===== src/rtl/game_round_sequencer.sv =====
// game_round_sequencer: whack-a-mole round controller (IDLE/COUNTDOWN/PLAY/OVER)
// with the per-mole window timer and score / miss / level bookkeeping.
`default_nettype none

module game_round_sequencer #(
  parameter int TICKS_PER_SEC  = 100,
  parameter int COUNTDOWN_SECS = 3,
  parameter int GAME_SECS      = 30,
  parameter int MAX_MISS       = 3,
  parameter int BASE_WINDOW    = 200,
  parameter int WINDOW_STEP    = 25,
  parameter int WINDOW_MIN     = 50,
  parameter int LEVEL_HITS     = 5,
  parameter int MAX_LEVEL      = 7
) (
  input  logic       clk_game,
  input  logic       rst_n,
  input  logic       start_btn,
  input  logic       hit_pulse,
  input  logic       start_timer,
  output logic       enable,
  output logic       timeout_pulse,
  output logic [1:0] state,
  output logic [7:0] score,
  output logic [3:0] misses,
  output logic [2:0] level,
  output logic [5:0] secs_left,
  output logic       game_over
);

  localparam logic [1:0] S_IDLE      = 2'd0;
  localparam logic [1:0] S_COUNTDOWN = 2'd1;
  localparam logic [1:0] S_PLAY      = 2'd2;
  localparam logic [1:0] S_OVER      = 2'd3;

  localparam int TICK_W = (TICKS_PER_SEC > 1) ? $clog2(TICKS_PER_SEC) : 1;
  localparam int HIT_W  = (LEVEL_HITS > 1) ? $clog2(LEVEL_HITS) : 1;
  localparam int WIN_W  = 16;

  logic [1:0]        state_q, state_d;
  logic [TICK_W-1:0] tick_q, tick_d;
  logic [5:0]        secs_q, secs_d;
  logic [7:0]        score_q, score_d;
  logic [3:0]        misses_q, misses_d;
  logic [2:0]        level_q, level_d;
  logic [HIT_W-1:0]  hits_q, hits_d;
  logic [WIN_W-1:0]  win_q, win_d;
  logic              armed_q, armed_d;
  logic              timeout_q, timeout_d;
  logic              enable_q, enable_d;
  logic              game_over_q, game_over_d;

  logic              tick_wrap;
  logic              secs_expire;
  logic              miss_limit;
  logic [WIN_W-1:0]  win_prod;
  logic [WIN_W-1:0]  win_load;

  assign tick_wrap   = (tick_q == TICK_W'(TICKS_PER_SEC - 1));
  assign secs_expire = tick_wrap && (secs_q == 6'd1);
  assign miss_limit  = (misses_q >= 4'(MAX_MISS));

  // Window shrinks per level but never below the floor; compare before subtracting.
  assign win_prod = WIN_W'(level_q) * WIN_W'(WINDOW_STEP);
  assign win_load = ((win_prod + WIN_W'(WINDOW_MIN)) >= WIN_W'(BASE_WINDOW)) ?
                    WIN_W'(WINDOW_MIN) : (WIN_W'(BASE_WINDOW) - win_prod);

  always_ff @(posedge clk_game or negedge rst_n) begin
    if (!rst_n) begin
      state_q <= S_IDLE;
    end else begin
      state_q <= state_d;
    end
  end

  always_comb begin
    state_d = state_q;
    case (state_q)
      S_IDLE, S_OVER: if (start_btn) state_d = S_COUNTDOWN;
      S_COUNTDOWN:    if (secs_expire) state_d = S_PLAY;
      S_PLAY:         if (miss_limit || secs_expire) state_d = S_OVER;
      default:        state_d = S_IDLE;
    endcase
  end

  always_comb begin
    enable_d    = (state_d == S_PLAY);
    game_over_d = (state_d == S_OVER);
  end

  always_comb begin
    tick_d    = tick_q;
    secs_d    = secs_q;
    score_d   = score_q;
    misses_d  = misses_q;
    level_d   = level_q;
    hits_d    = hits_q;
    win_d     = win_q;
    armed_d   = armed_q;
    timeout_d = 1'b0;
    case (state_q)
      S_IDLE, S_OVER: begin
        if (start_btn) begin
          score_d  = '0;
          misses_d = '0;
          level_d  = '0;
          hits_d   = '0;
          secs_d   = 6'(COUNTDOWN_SECS);
          tick_d   = '0;
          armed_d  = 1'b0;
        end
      end
      S_COUNTDOWN: begin
        tick_d = tick_wrap ? '0 : (tick_q + TICK_W'(1));
        if (secs_expire) begin
          secs_d = 6'(GAME_SECS);
        end else if (tick_wrap) begin
          secs_d = secs_q - 6'd1;
        end
      end
      S_PLAY: begin
        if (state_d == S_OVER) begin
          armed_d = 1'b0;
        end else begin
          tick_d = tick_wrap ? '0 : (tick_q + TICK_W'(1));
          if (tick_wrap) secs_d = secs_q - 6'd1;
          // A reload or a hit pre-empts an expiry landing in the same cycle.
          if (start_timer) begin
            armed_d = 1'b1;
            win_d   = win_load;
          end else if (hit_pulse) begin
            armed_d = 1'b0;
          end else if (armed_q) begin
            win_d = win_q - WIN_W'(1);
            if (win_q == WIN_W'(1)) begin
              armed_d   = 1'b0;
              timeout_d = 1'b1;
              misses_d  = misses_q + 4'd1;
            end
          end
          if (hit_pulse) begin
            if (score_q != 8'hFF) score_d = score_q + 8'd1;
            if (hits_q == HIT_W'(LEVEL_HITS - 1)) begin
              hits_d = '0;
              if (level_q != 3'(MAX_LEVEL)) level_d = level_q + 3'd1;
            end else begin
              hits_d = hits_q + HIT_W'(1);
            end
          end
        end
      end
      default: ;
    endcase
  end

  always_ff @(posedge clk_game or negedge rst_n) begin
    if (!rst_n) begin
      tick_q      <= '0;
      secs_q      <= '0;
      score_q     <= '0;
      misses_q    <= '0;
      level_q     <= '0;
      hits_q      <= '0;
      win_q       <= '0;
      armed_q     <= 1'b0;
      timeout_q   <= 1'b0;
      enable_q    <= 1'b0;
      game_over_q <= 1'b0;
    end else begin
      tick_q      <= tick_d;
      secs_q      <= secs_d;
      score_q     <= score_d;
      misses_q    <= misses_d;
      level_q     <= level_d;
      hits_q      <= hits_d;
      win_q       <= win_d;
      armed_q     <= armed_d;
      timeout_q   <= timeout_d;
      enable_q    <= enable_d;
      game_over_q <= game_over_d;
    end
  end

  assign state         = state_q;
  assign score         = score_q;
  assign misses        = misses_q;
  assign level         = level_q;
  assign secs_left     = secs_q;
  assign timeout_pulse = timeout_q;
  assign enable        = enable_q;
  assign game_over     = game_over_q;

endmodule

`default_nettype wire


===== config.mk =====
export PLATFORM = sky130hd
export DESIGN_NAME = game_round_sequencer
export DESIGN_NICKNAME = d
export VERILOG_FILES = /design/src/rtl/game_round_sequencer.sv
export SDC_FILE = /design/constraint.sdc
export NUM_CORES = 1
export LEC_CHECK = 0
export CORE_MARGIN = 5
export CORE_UTILIZATION = 51
export CTS_CLUSTER_DIAMETER = 60
export CTS_CLUSTER_SIZE = 8
export DETAILED_ROUTE_END_ITERATION = 6
export PLACE_DENSITY = 0.79
export SLEW_MARGIN = 30
export SYNTH_ARGS = -nofsm -noshare
export SYNTH_HDL_FRONTEND = slang
export SYNTH_SLANG_ARGS = --single-unit

===== constraint.sdc =====
create_clock -name clk_game -period 5.54 [get_ports clk_game]
set_clock_uncertainty 0.2 [all_clocks]
set_input_delay 0.554 -clock clk_game [delete_from_list [all_inputs] [get_ports clk_game]]
set_output_delay 0.554 -clock clk_game [all_outputs]
set_load 0.02 [all_outputs]

## After elaboration in Yosys (flattened, before gate mapping)

Cells that the tools add are included.

| storage, ports and cells | value |
|---|---|
| register bits after elaboration | 53 |
| latch bits | 0 |
| RAM bits | 0 |
| ROM bits | 0 |
| input bits | 5 |
| output and inout port bits | 26 |
| memories kept | 0 |

| operators by class | value |
|---|---|
| add/sub/neg operators | 9 |
| $mul | 1 |
| div/mod/pow operators | 0 |
| order comparisons | 2 |
| equal/unequal tests | 22 |
| shift operators | 0 |
| multiplexer cells | 52 |
| bitwise logic cells | 1 |
| reduce and logical (&&, ||, !) cells | 13 |

Operators with widths:

| operator | number |
|---|---|
| $mux 16 | 4 |
| $mux 8 | 4 |
| $mux 3 | 8 |
| $mux 4 | 6 |
| $mux 6 | 4 |
| $mux 7 | 3 |
| $pmux 7 s3 | 1 |
| $ne 2x2->1 const B | 10 |
| $pmux 6 s3 | 1 |
| $eq 16x1->1 const B | 1 |
| $pmux 8 s2 | 1 |
| $sub 16x1->16 const B | 1 |
| $mux 1 | 12 |
| $pmux 3 s2 | 2 |
| $add 8x6->9 const B | 1 |
| $ge 9x8->1 const B | 1 |
| $sub 8x8->9 const A | 1 |
| $add 8x1->8 const B | 1 |
| $eq 2x2->1 const B | 4 |
| $mul 3x5->8 const B | 1 |
| $ne 8x8->1 const B | 1 |
| $pmux 4 s2 | 1 |
| $reduce_and 4->1 | 2 |
| $add 7x1->7 const B | 1 |
| 23 further kinds | 28 |

## Longest topological paths before layout

Gate-level depths: netlist of run 1.

| logic depth | value |
|---|---|
| word-level depth | 8 |
| mapped depth | 11 |
| depth with buffers taken out | 10 |

## Worst setup path before layout of run 1

Ideal clock, no wire load.

| timing path | value |
|---|---|
| kind | register to register |
| start | register state_q[0] (netlist: state[0]) |
| end | register secs_q[5] (netlist: secs_left[5]) |
| setup time | 0.136 ns |
| arrival | 2.708 ns |
| setup slack | 2.496 ns |
| cell stages (with the launch flop) | 10 |
| path buffers | 2 |
| cells stage by stage | dfrtp_1 inv_1 ha_1 or4_4 o311a_1 or2_2 buf_2 clkbuf_1 o21ai_0 o21ai_0 |

| between the ends | value |
|---|---|
| longest elaborated chain between the ends | 6 |

RTL lines:

| element | RTL line | RTL |
|---|---|---|
| start: declaration | 40 | `logic [1:0] state_q, state_d;` |
| start signal: assignment | 72 | `state_q <= state_d;` |
| $eq 2x2->1 or $logic_not 2->1 (tied branches) | 78, 101 |  |
| $reduce_or 2->1 | 78, 101 |  |
| $pmux 2 s3 | 78 | `case (state_q)` |
| $eq 2x2->1 | 122 | `if (state_d == S_OVER) begin` |
| $ne 2x2->1 (no source line) | - |  |
| $reduce_and 2->1 (no source line) | - |  |
| end signal: assignment | 171 | `secs_q <= secs_d;` |
| end: declaration | 42 | `logic [5:0] secs_q, secs_d;` |

Parallel ways exist; a longest one is shown, timed or not.
A chain may end at the register's enable or synchronous reset.

## Worst setup path after layout of run 1

| timing path | value |
|---|---|
| start | register state_q[0] (netlist: state[0]) |
| end | register win_q[3] |

| between the ends | value |
|---|---|
| longest elaborated chain between the ends | 6 |

RTL lines:

| element | RTL line | RTL |
|---|---|---|
| $eq 2x2->1 or $logic_not 2->1 (tied branches) | 78 |  |
| $reduce_or 2->1 | 78 |  |
| $pmux 2 s3 (*) | 78 |  |
| named net state_d[0] | 40 |  |
| $eq 2x2->1 (*) | 122 |  |
| $not 1->1 (no source line) (*) | - |  |
| $reduce_and 4->1 (no source line) (*) | - |  |
| end signal: assignment | 176 | `win_q <= win_d;` |
| end: declaration | 47 | `logic [WIN_W-1:0] win_q, win_d;` |

The timed path passes the listed nets; every way through them passes the cells marked *.

==> results of run 1 <==
==> synth_stat cells (2+ instances only) <==
| library cell | instances |
|---|---|
| a211oi_1 | 3 |
| a21o_1 | 3 |
| a21oi_1 | 16 |
| a22o_1 | 9 |
| a2bb2oi_1 | 2 |
| a31o_2 | 3 |
| a31oi_1 | 7 |
| a32o_1 | 2 |
| a32oi_1 | 3 |
| and2_1 | 2 |
| and3_1 | 8 |
| and4_1 | 2 |
| buf_2 | 2 |
| clkbuf_1 | 14 |
| dfrtp_1 | 53 |
| ha_1 | 21 |
| inv_1 | 21 |
| mux2i_1 | 10 |
| nand2_1 | 46 |
| nand2b_1 | 3 |
| nand3_1 | 25 |
| nand4_1 | 13 |
| nor2_1 | 23 |
| nor2b_1 | 3 |
| nor3_1 | 16 |
| nor3b_1 | 2 |
| nor4_1 | 7 |
| nor4b_1 | 2 |
| nor4b_2 | 2 |
| o211ai_1 | 5 |
| o21ai_0 | 28 |
| o21ai_1 | 2 |
| o22a_1 | 2 |
| o22ai_1 | 3 |
| o311a_1 | 2 |
| o311ai_0 | 5 |
| o31ai_1 | 7 |
| or2_2 | 3 |
| or4_1 | 4 |
| xor2_1 | 3 |
==> per-layer routing <==
| metal | global-route usage, % | vias to the layer above |
|---|---|---|
| li1 | - | 1590 |
| met1 | 28.10 | 1577 |
| met2 | 33.12 | 108 |
| met3 | 3.686 | 6 |
| met4 | 4.813 | 0 |
| met5 | 0 | - |
==> report_power, final <==
part,switching [W],internal [W]
sequential,0.0000626,0.000432
clock,0.000130,0.000147
combinational,0.000259,0.000178
==> cell families (layout without fill, tap and decap cells) <==
family / Yosys count / in the layout
and+or+nand+nor: 166 / 166
AOI/OAI and AO/OA: 113 / 113
DFF: 53 / 53
buffers and inverters: 40 / 64
adders and majority gates: 21 / 21
muxes: 10 / 10
xor gates and xnor gates: 4 / 4
==> layout make-up <==
class                           count  area, µm²  area share [%]
Clock inverter                      2      37.54          0.9236
Inverter                           24      92.59           2.278
Sequential cell                    53       1326           32.64
Tap cell                           96      120.1           2.956
Clock buffer                        6      82.58           2.032
Timing Repair Buffer               32      310.3           7.635
Multi-Input combinational cell    314       2095           51.54
==> flip-flops by register name (all words and copies together) (netlist names) <==
name,flops
score,8
armed_q,1
game_over,1
tick_q,7
state,2
enable,1
secs_left,6
hits_q,3
level,3
misses,4
win_q,16
timeout_pulse,1
==> worst max-delay path by stage <==
stage,slack (ns),cells past startpoint,end
global route,1.93,9,win_q[3]
CTS,2.18,9,win_q[3]
floorplan,2.50,9,secs_left[5]
global placement,2.25,9,win_q[3]
finish,2.15,9,win_q[3]
detailed placement,2.19,9,win_q[3]
==> through the flow <==
step                      setup WS [ns]  util, %  cell area, µm²  total power [W]  std cells
after floorplan                   2.496        -            3576        0.0008075        407
after global placement            2.246    58.05            3944        0.0009254        519
after detailed placement          2.191    58.05            3944        0.0009382        519
after CTS                         2.177    59.82            4064         0.001213        527
after global routing              1.929    59.82            4064         0.001288        527
final                             2.152    59.82            4064         0.001209        527
==> placed cells by master, fill, tap and decap left out, types with 4 or more instances in the layout <==
cell,instances
o31ai_1,7
and3_1,8
nand4_1,13
nand2_1,46
dfrtp_1,53
or4_1,4
a22o_1,9
nor3_1,16
a21oi_1,16
a31oi_1,7
nor4_1,7
o21ai_0,28
clkdlybuf4s50_1,29
ha_1,21
clkbuf_8,6
o211ai_1,5
o311ai_0,5
mux2i_1,10
inv_1,21
nand3_1,25
nor2_1,23
==> worst max-delay path, stage by stage, from the launching register on <==
cell	delay, ns
dfrtp_1	0.46
inv_1	0.09
ha_1	0.49
or4_4	0.61
o221a_4	0.27
a2bb2oi_4	0.18
inv_4	0.09
a21oi_4	0.44
o21ai_0	0.17
a22o_1	0.26
==> impl_metrics.env, run 1 <==
export IMPL_synth_area_leaders="dfrtp_1, ha_1, nand2_1, o21ai_0, nand3_1"
export IMPL_tns_ns=0
export IMPL_antenna_found_initial=0
export IMPL_layout_drive_gt1_share_pct=6.729
export IMPL_coreArea_mm2=0.006794
export IMPL_numClockSinks=53
export IMPL_track_usage_pct=20.34
export IMPL_crit_type="reg2reg"
export IMPL_synth_simple_area_share_pct=24.07
export IMPL_synth_top_area_share_pct=37.09
export IMPL_io_buffers=30
export IMPL_nets=456
export IMPL_crit_path_end_kind="flip-flop"
export IMPL_synth_main_ff_cell="dfrtp_1"
export IMPL_synth_compound_area_share_pct=23.37
export IMPL_netlist_area_mm2=0.003576
export IMPL_critPathLaunch="state[0]"
export IMPL_r2r_start="state[0]"
export IMPL_synth_top_area_cell="dfrtp_1"
export IMPL_ff2ff_setup_slack_ns=2.15
export IMPL_io_pins=31
export IMPL_die_y_um=93.74
export IMPL_crit_required_ns=5.53
export IMPL_crit_arrival_ns=3.38
export IMPL_antenna_cells=0
export IMPL_reg2regPathDepth=9
export IMPL_synthToLayoutAreaGrowth_pct=13.65
export IMPL_grt_start_max_net_pins=54
export IMPL_finalSetupViolCount=0
export IMPL_finalWirelength_mm=8.454
export IMPL_grt_overflow=0
export IMPL_path_max_fanout=16
export IMPL_post_cts_buffers=0
export IMPL_clk_latency_ns=0.31
export IMPL_post_cts_resized=0
export IMPL_synth_seq_cells=53
export IMPL_syn_nets=433
export IMPL_cap_viol_max_count=0
export IMPL_timing_final_crit_share_pct=61.16
export IMPL_finalMaxSlewViolations=0
export IMPL_hold_path_class="in2async"
export IMPL_dr_wl_met2_mm=3.976
export IMPL_die_area_mm2=0.008786
export IMPL_power_leakage_nw=1.728
export IMPL_maxUsedRoutingLayer="met4"
export IMPL_hold_viol_final=0
export IMPL_vias=3281
export IMPL_powerDensity_mw_per_mm2=297.6
export IMPL_rsz0062_at_grt="false"
export IMPL_tightest_slew_ns=0.8120
export IMPL_num_rows=30
export IMPL_avgSynthCellArea_um2=8.786
export IMPL_synth_edff_count=0
export IMPL_dr_wl_met3_um=465
export IMPL_clockRootBuffer="clkbuf_8"
export IMPL_synth_cell_types=60
export IMPL_muxShareOfSynthArea_pct=2.799
export IMPL_outcome="completed"
export IMPL_grt_pass1_wl_mm=14.67
export IMPL_synth_fa_ha_area_share_pct=7.348
export IMPL_start_util_pct=52.63
export IMPL_vias_per_cell=6.226
export IMPL_synth_cells=407
export IMPL_drt_initial_drc_count=213
export IMPL_drcViolationCount=0
export IMPL_ys_seq_area_share_pct=37.09
export IMPL_hpwl_mm=6.033
export IMPL_clkTransAtPathRegs_ns=0.11
export IMPL_wl_per_cell_um=16.04
export IMPL_grt_pass1_vias=3027
export IMPL_drtAntennaViolNets=0
export IMPL_htree_levels=2
export IMPL_wirelength_met1_mm=3.951
export IMPL_place_congestion=0.8529
export IMPL_reg2reg_to="win_q[3]"
export IMPL_ys_warn_count=0
export IMPL_crit_path_start_kind="flip-flop"
export IMPL_hold_buffers=0
export IMPL_cts_tree="built"
export IMPL_max_vdd_ir_drop_v=0.0001434
export IMPL_slew_headroom_pct=45.66
export IMPL_clockBufferDepth=2
export IMPL_max_freq_mhz=295.1
export IMPL_dr_pass1_iters=5
export IMPL_synth_xor_area_share_pct=0.9797
export IMPL_synthArstFlopShare_pct=100.0
export IMPL_period_minus_slack_ns=3.388
export IMPL_cts_buffers_inserted=5
export IMPL_whs_ns=0.1719
export IMPL_nFillCells=583
export IMPL_synth_top_family_by_area="simple AND/OR/NAND/NOR gates"
export IMPL_die_width_um=93.74
(Power assumes the default switching activity.)
==> run 2: changes to the inputs <==
--- a/config.mk
+++ b/config.mk
@@ -10,7 +10,7 @@
 export CTS_CLUSTER_DIAMETER = 60
 export CTS_CLUSTER_SIZE = 8
 export DETAILED_ROUTE_END_ITERATION = 6
-export PLACE_DENSITY = 0.79
+export PLACE_DENSITY = 0.82
 export SLEW_MARGIN = 30
 export SYNTH_ARGS = -nofsm -noshare
 export SYNTH_HDL_FRONTEND = slang
==> constraint.sdc (replaced) <==
create_clock -name clk_game -period 2.9 [get_ports clk_game]
set_clock_uncertainty 0.2 [all_clocks]
set_input_delay 0.29 -clock clk_game [delete_from_list [all_inputs] [get_ports clk_game]]
set_output_delay 0.29 -clock clk_game [all_outputs]
set_load 0.02 [all_outputs]
==> run 2 against run 1 <==
Compared with the run above: via count increased by 7.7%; largest cell class unchanged; largest power group is now combinational cells; critical path type unchanged; worst hold slack improved by 0.14 ns; combinational power increased by 120%; register-to-register slack got worse by 2.2 ns; count of clock-buffer cells in the layout unchanged.
==> impl_metrics.env, run 2 (synthesis gave the netlist of run 1 again) <==
export IMPL_ff2ff_setup_slack_ns=0.0004
export IMPL_nets=486
export IMPL_drtAntennaViolNets=0
export IMPL_finalMaxSlewViolations=0
export IMPL_post_place_ws_ns=-0.01237
export IMPL_dr_pass1_iters=5
export IMPL_die_width_um=93.74
export IMPL_vias_per_cell=6.341
export IMPL_synthToLayoutAreaGrowth_pct=19.84
export IMPL_grt_start_max_net_pins=28
export IMPL_crit_path_end_kind="flip-flop"
export IMPL_timing_final_crit_share_pct=99.99
export IMPL_clockBufferDepth=2
export IMPL_grt_pass1_wl_mm=16.37
export IMPL_slew_headroom_pct=48.35
export IMPL_final_cell_mix="dfrtp_1, nand2_1, clkdlybuf4s50_1, buf_4, o21ai_0"
export IMPL_hpwl_mm=6.840
export IMPL_numClockSinks=53
export IMPL_drcViolationCount=0
export IMPL_antenna_cells=0
export IMPL_track_usage_pct=22.85
export IMPL_p_comb_share_pct=41.5
export IMPL_crit_required_ns=2.90
export IMPL_io_pins=31
export IMPL_p_sw_share_pct=39.97
export IMPL_crit_arrival_ns=2.90
export IMPL_powerDensity_mw_per_mm2=546.1
export IMPL_cpMaxStageDelayCell="or4_4"
export IMPL_max_vdd_ir_drop_v=0.0003055
export IMPL_cts_tree="built"
export IMPL_fin_util_pct=63.08
export IMPL_outcome="completed"
export IMPL_cts_buffers_inserted=5
export IMPL_finalNonFillerCells=557
export IMPL_wl_per_cell_um=17.31
export IMPL_dp_cells=542
export IMPL_critPathMaxStageDelay_ns=0.53
export IMPL_regMostFlops="win_q"
export IMPL_dr_wl_met3_um=778
export IMPL_largest_reg_flops=16
export IMPL_rsz0062_at_grt="true"
export IMPL_grt_overflow=0
export IMPL_dr_wl_met2_mm=4.585
export IMPL_layout_commonest_cell="dfrtp_1"
export IMPL_drt_initial_drc_count=379
export IMPL_power_leakage_nw=1.850
export IMPL_cp_top_family="compound AO/OA/AOI/OAI gates"
export IMPL_die_area_mm2=0.008786
export IMPL_p_sw_w=0.0009354
export IMPL_maxUsedRoutingLayer="met5"
export IMPL_p_clk_share_pct=18.4
export IMPL_layout_setup_ws_ns=0.0003837
export IMPL_whs_ns=0.3119
export IMPL_antenna_found_initial=1
export IMPL_path_max_fanout=9
export IMPL_clkTransAtPathRegs_ns=0.11
export IMPL_tns_ns=0
export IMPL_num_rows=30
export IMPL_crit_path_start_kind="flip-flop"
export IMPL_path_cells="inv_2 > ha_4 > or4_4 > o221a_4 > a2bb2oi_4 > inv_4 > a2111oi_4 > a21oi_1 > a41o_1"
export IMPL_internal_power_w=0.001405
export IMPL_period_minus_slack_ns=2.900
export IMPL_place_congestion=0.8815
export IMPL_max_freq_mhz=344.9
export IMPL_p_seq_share_pct=40.1
export IMPL_finalSetupViolCount=0
export IMPL_tightest_slew_ns=0.7667
export IMPL_die_y_um=93.74
export IMPL_coreArea_mm2=0.006794
export IMPL_clk_latency_ns=0.32
export IMPL_wirelength_met1_mm=4.177
export IMPL_nFillCells=580
export IMPL_io_buffers=30
export IMPL_crit_type="reg2reg"
export IMPL_cap_viol_max_count=0
export IMPL_htree_levels=2
export IMPL_hold_path_class="in2async"
export IMPL_vias=3532
export IMPL_hold_viol_final=0
export IMPL_cp_buffers_inverters=2
export IMPL_grt_pass1_vias=3312
export IMPL_clockRootBuffer="clkbuf_8"
export IMPL_finalWirelength_mm=9.644
export IMPL_layout_drive_gt1_share_pct=13.45
export IMPL_start_util_pct=52.63
## run 2: final cells by class
class                   count  area (µm²)  share of cell area [%]
inverters                  24       92.59                   2.161
well taps                  96       120.1                   2.803
flip-flops and latches     53        1328                   30.98
multi-input cells         314        2112                   49.28
clock inverters             2       15.01                  0.3504
repair buffers             62       545.5                   12.73
clock buffers               6       72.57                   1.693
## run 2: what timing repair did
item / 4_1_cts / 5_1_grt
setup buffers: 0 / 6
hold buffers: 1 / 0
pin swaps: 1 / 3
gates resized for setup: 0 / 5
endpoints found under the setup margin: 3 / 22
gates cloned: 0 / 0
hold endpoints to repair: 25 / 0
## run 2: metrics by stage
| step | area [µm²] | power, W |
|---|---|---|
| 4_1_cts | 4228 | 0.002325 |
| 2_1_floorplan | 3591 | 0.001556 |
| 3_3_place_gp | 4130 | 0.001855 |
| 6_report | 4285 | 0.002340 |
| 3_5_place_dp | 4130 | 0.001895 |
| 5_1_grt | 4285 | 0.002468 |
## run 2: power by group through the flow
stage | logic, W | clock network (W) | registers (W)
5_1_grt | 0.00104 | 0.000470 | 0.000954
3_3_place_gp | 0.000913 | 0 | 0.000942
4_1_cts | 0.000955 | 0.000435 | 0.000935
3_5_place_dp | 0.000945 | 0 | 0.000950
6_report | 0.000970 | 0.000432 | 0.000939
2_1_floorplan | 0.000569 | 0 | 0.000986
## run 2: metal layers
| metal | GRT usage [%] | vias up |
|---|---|---|
| met3 | 3.766 | 13 |
| met2 | 36.84 | 163 |
| li1 | - | 1646 |
| met1 | 31.87 | 1708 |
| met5 | 0 | - |
| met4 | 6.017 | 2 |
## run 2: path summary, 6_finish.rpt
check                          from      endpoint  cells past startpoint
setup / recovery           state[0]      level[0]                      9
hold / removal                rst_n  secs_left[2]                      2
setup reg to reg           state[0]      level[0]                      9
hold reg to reg            score[6]      score[6]                      1
max in group asynchronous     rst_n     win_q[12]                      3
min in group clk_game      score[6]      score[6]                      1
==> run 3: changes to the inputs <==
--- a/config.mk
+++ b/config.mk
@@ -6,11 +6,11 @@
 export NUM_CORES = 1
 export LEC_CHECK = 0
 export CORE_MARGIN = 5
-export CORE_UTILIZATION = 51
+export CORE_UTILIZATION = 42
 export CTS_CLUSTER_DIAMETER = 60
 export CTS_CLUSTER_SIZE = 8
 export DETAILED_ROUTE_END_ITERATION = 6
-export PLACE_DENSITY = 0.82
+export PLACE_DENSITY = 0.7
 export SLEW_MARGIN = 30
 export SYNTH_ARGS = -nofsm -noshare
 export SYNTH_HDL_FRONTEND = slang
==> constraint.sdc (replaced) <==
create_clock -name clk_game -period 2.9 [get_ports clk_game]
set_clock_uncertainty 0.2 [all_clocks]
set_input_delay 0.29 -clock clk_game [delete_from_list [all_inputs] [get_ports clk_game]]
set_output_delay 0.29 -clock clk_game [all_outputs]
set_load 0.01 [all_outputs]
==> run 3 against run 2 <==
Compared with the run above: utilization is 10 points lower; via count is 2.6% lower; combinational power is 9% higher; non-clock buffer count is 6 higher; critical path type unchanged; largest cell class unchanged.
==> impl_metrics.env, run 3 (synthesis gave the netlist of run 1 again) <==
export IMPL_outcome="completed"
export IMPL_track_usage_pct=18.86
export IMPL_cp_buffers_inverters=2
export IMPL_crit_required_ns=2.94
export IMPL_placement_cell_area_mm2=0.004167
export IMPL_largest_reg_flops=16
export IMPL_cts_buffers_inserted=5
export IMPL_drcViolationCount=0
export IMPL_whs_ns=0.3023
export IMPL_period_minus_slack_ns=2.828
export IMPL_r2r_start="state[0]"
export IMPL_coreArea_mm2=0.008258
export IMPL_drtAntennaViolNets=0
export IMPL_drt_initial_drc_count=198
export IMPL_path_max_fanout=4
export IMPL_grt_pass1_vias=3259
export IMPL_clk_latency_ns=0.31
export IMPL_cts_tree="built"
export IMPL_crit_path_end_kind="flip-flop"
export IMPL_finalMaxSlewViolations=0
export IMPL_layout_drive_gt1_share_pct=15.42
export IMPL_antenna_cells=0
export IMPL_regMostFlops="win_q"
export IMPL_cp_top_family="compound AO/OA/AOI/OAI gates"
export IMPL_layout_commonest_cell="dfrtp_1"
export IMPL_path_cells="inv_2 > ha_4 > or4_4 > o221a_4 > a2bb2oi_4 > inv_4 > a2111oi_4 > mux2i_1 > a22o_1"
export IMPL_hpwl_mm=6.843
export IMPL_powerDensity_mw_per_mm2=555.6
export IMPL_min_from="score[6]"
export IMPL_crit_type="reg2reg"
export IMPL_die_y_um=102.3
export IMPL_slew_headroom_pct=46.77
export IMPL_max_freq_mhz=353.6
export IMPL_start_util_pct=43.30
export IMPL_die_width_um=102.3
export IMPL_multiInputGateArea_mm2=0.002142
export IMPL_seqCellArea_mm2=0.001328
export IMPL_nets=492
export IMPL_finalInstanceArea_mm2=0.004387
export IMPL_max_vdd_ir_drop_v=0.0002656
export IMPL_grt_overflow=0
export IMPL_power_leakage_nw=1.897
export IMPL_final_cell_mix="dfrtp_1, nand2_1, buf_4"
export IMPL_dp_cells=556
export IMPL_htree_levels=2
export IMPL_cap_viol_max_count=0
export IMPL_ff2ff_setup_slack_ns=0.07
export IMPL_crit_path_start_kind="flip-flop"
export IMPL_vias=3441
export IMPL_finalNonFillerCells=572
export IMPL_post_place_ws_ns=-0.06908
export IMPL_crit_arrival_ns=2.87
export IMPL_io_pins=31
export IMPL_num_rows=33
export IMPL_antenna_found_initial=0
export IMPL_dr_pass1_iters=5
export IMPL_wl_per_cell_um=16.47
export IMPL_critPathLaunch="state[0]"
export IMPL_numClockSinks=53
export IMPL_tightest_slew_ns=0.7901
export IMPL_critPathMaxStageDelay_ns=0.54
export IMPL_hold_path_class="reg2reg"
export IMPL_timing_final_crit_share_pct=97.53
export IMPL_vias_per_cell=6.016
export IMPL_clkTransAtPathRegs_ns=0.10
export IMPL_clockRootBuffer="clkbuf_8"
export IMPL_die_area_mm2=0.01046
export IMPL_synthToLayoutAreaGrowth_pct=22.67
export IMPL_io_buffers=30
export IMPL_place_congestion=0.8602
export IMPL_finalWirelength_mm=9.419
export IMPL_rsz0062_at_grt="true"
export IMPL_layout_setup_ws_ns=0.07172
export IMPL_finalSetupViolCount=0
export IMPL_grt_start_max_net_pins=27
export IMPL_grt_pass1_wl_mm=15.97
export IMPL_hold_viol_final=0
export IMPL_clockBufferDepth=2
export IMPL_nFillCells=746
export IMPL_cpMaxStageDelayCell="or4_4"
==> run 3: final cells by class <==
type / instances / share of cell area [%]
inverters: 24 / 2.111
multi-input cells: 314 / 48.83
clock buffers: 8 / 2.054
flip-flops and latches: 53 / 30.26
repair buffers: 68 / 13.75
well taps: 105 / 2.995
==> run 3: worst register-to-register path, cell delays in order (launching register included) <==
cell,delay (ns)
dfrtp_2,0.42
inv_2,0.08
ha_4,0.20
or4_4,0.54
o221a_4,0.25
a2bb2oi_4,0.18
inv_4,0.08
a2111oi_4,0.43
mux2i_1,0.25
a22o_1,0.15
==> run 3: path summary, 6_finish.rpt <==
| path | endpoint | cells after the start |
|---|---|---|
| max reg2reg | level[2] | 9 |
| max in group asynchronous | win_q[12] | 3 |
| min reg2reg | score[6] | 1 |
| min | score[6] | 1 |
| max | level[2] | 9 |
| min in group asynchronous | misses[1] | 2 |
==> run 3: stage by stage <==
step	util [%]	setup TNS (ns)	total power [W]
2_1_floorplan	-	0	0.001514
3_3_place_gp	50.45	0	0.001835
3_5_place_dp	50.45	-0.09792	0.001861
4_1_cts	52.42	0	0.002420
5_1_grt	53.12	-0.1281	0.002597
6_report	53.12	0	0.002437
==> run 3: repair_timing <==
item	CTS	global route
gates resized for setup	3	15
pin swaps	6	8
hold buffers	1	0
setup endpoints to repair	4	25
hold endpoints to repair	24	0
setup buffers	5	2
==> run 3: report_power, final <==
part           switching [W]  leakage (nW)  internal [W]
Combinational       0.000553          1.16      0.000508
Sequential          0.000108         0.687      0.000827
Clock               0.000246        0.0455      0.000196
==> run 3: routing by layer <==
metal	vias to the layer above	GRT usage (%)	share of wire, %
met2	112	29.44	47
met3	17	2.184	4.6
li1	1647	-	-
met4	0	6.862	2.5
met5	-	0	0
met1	1665	26.97	46
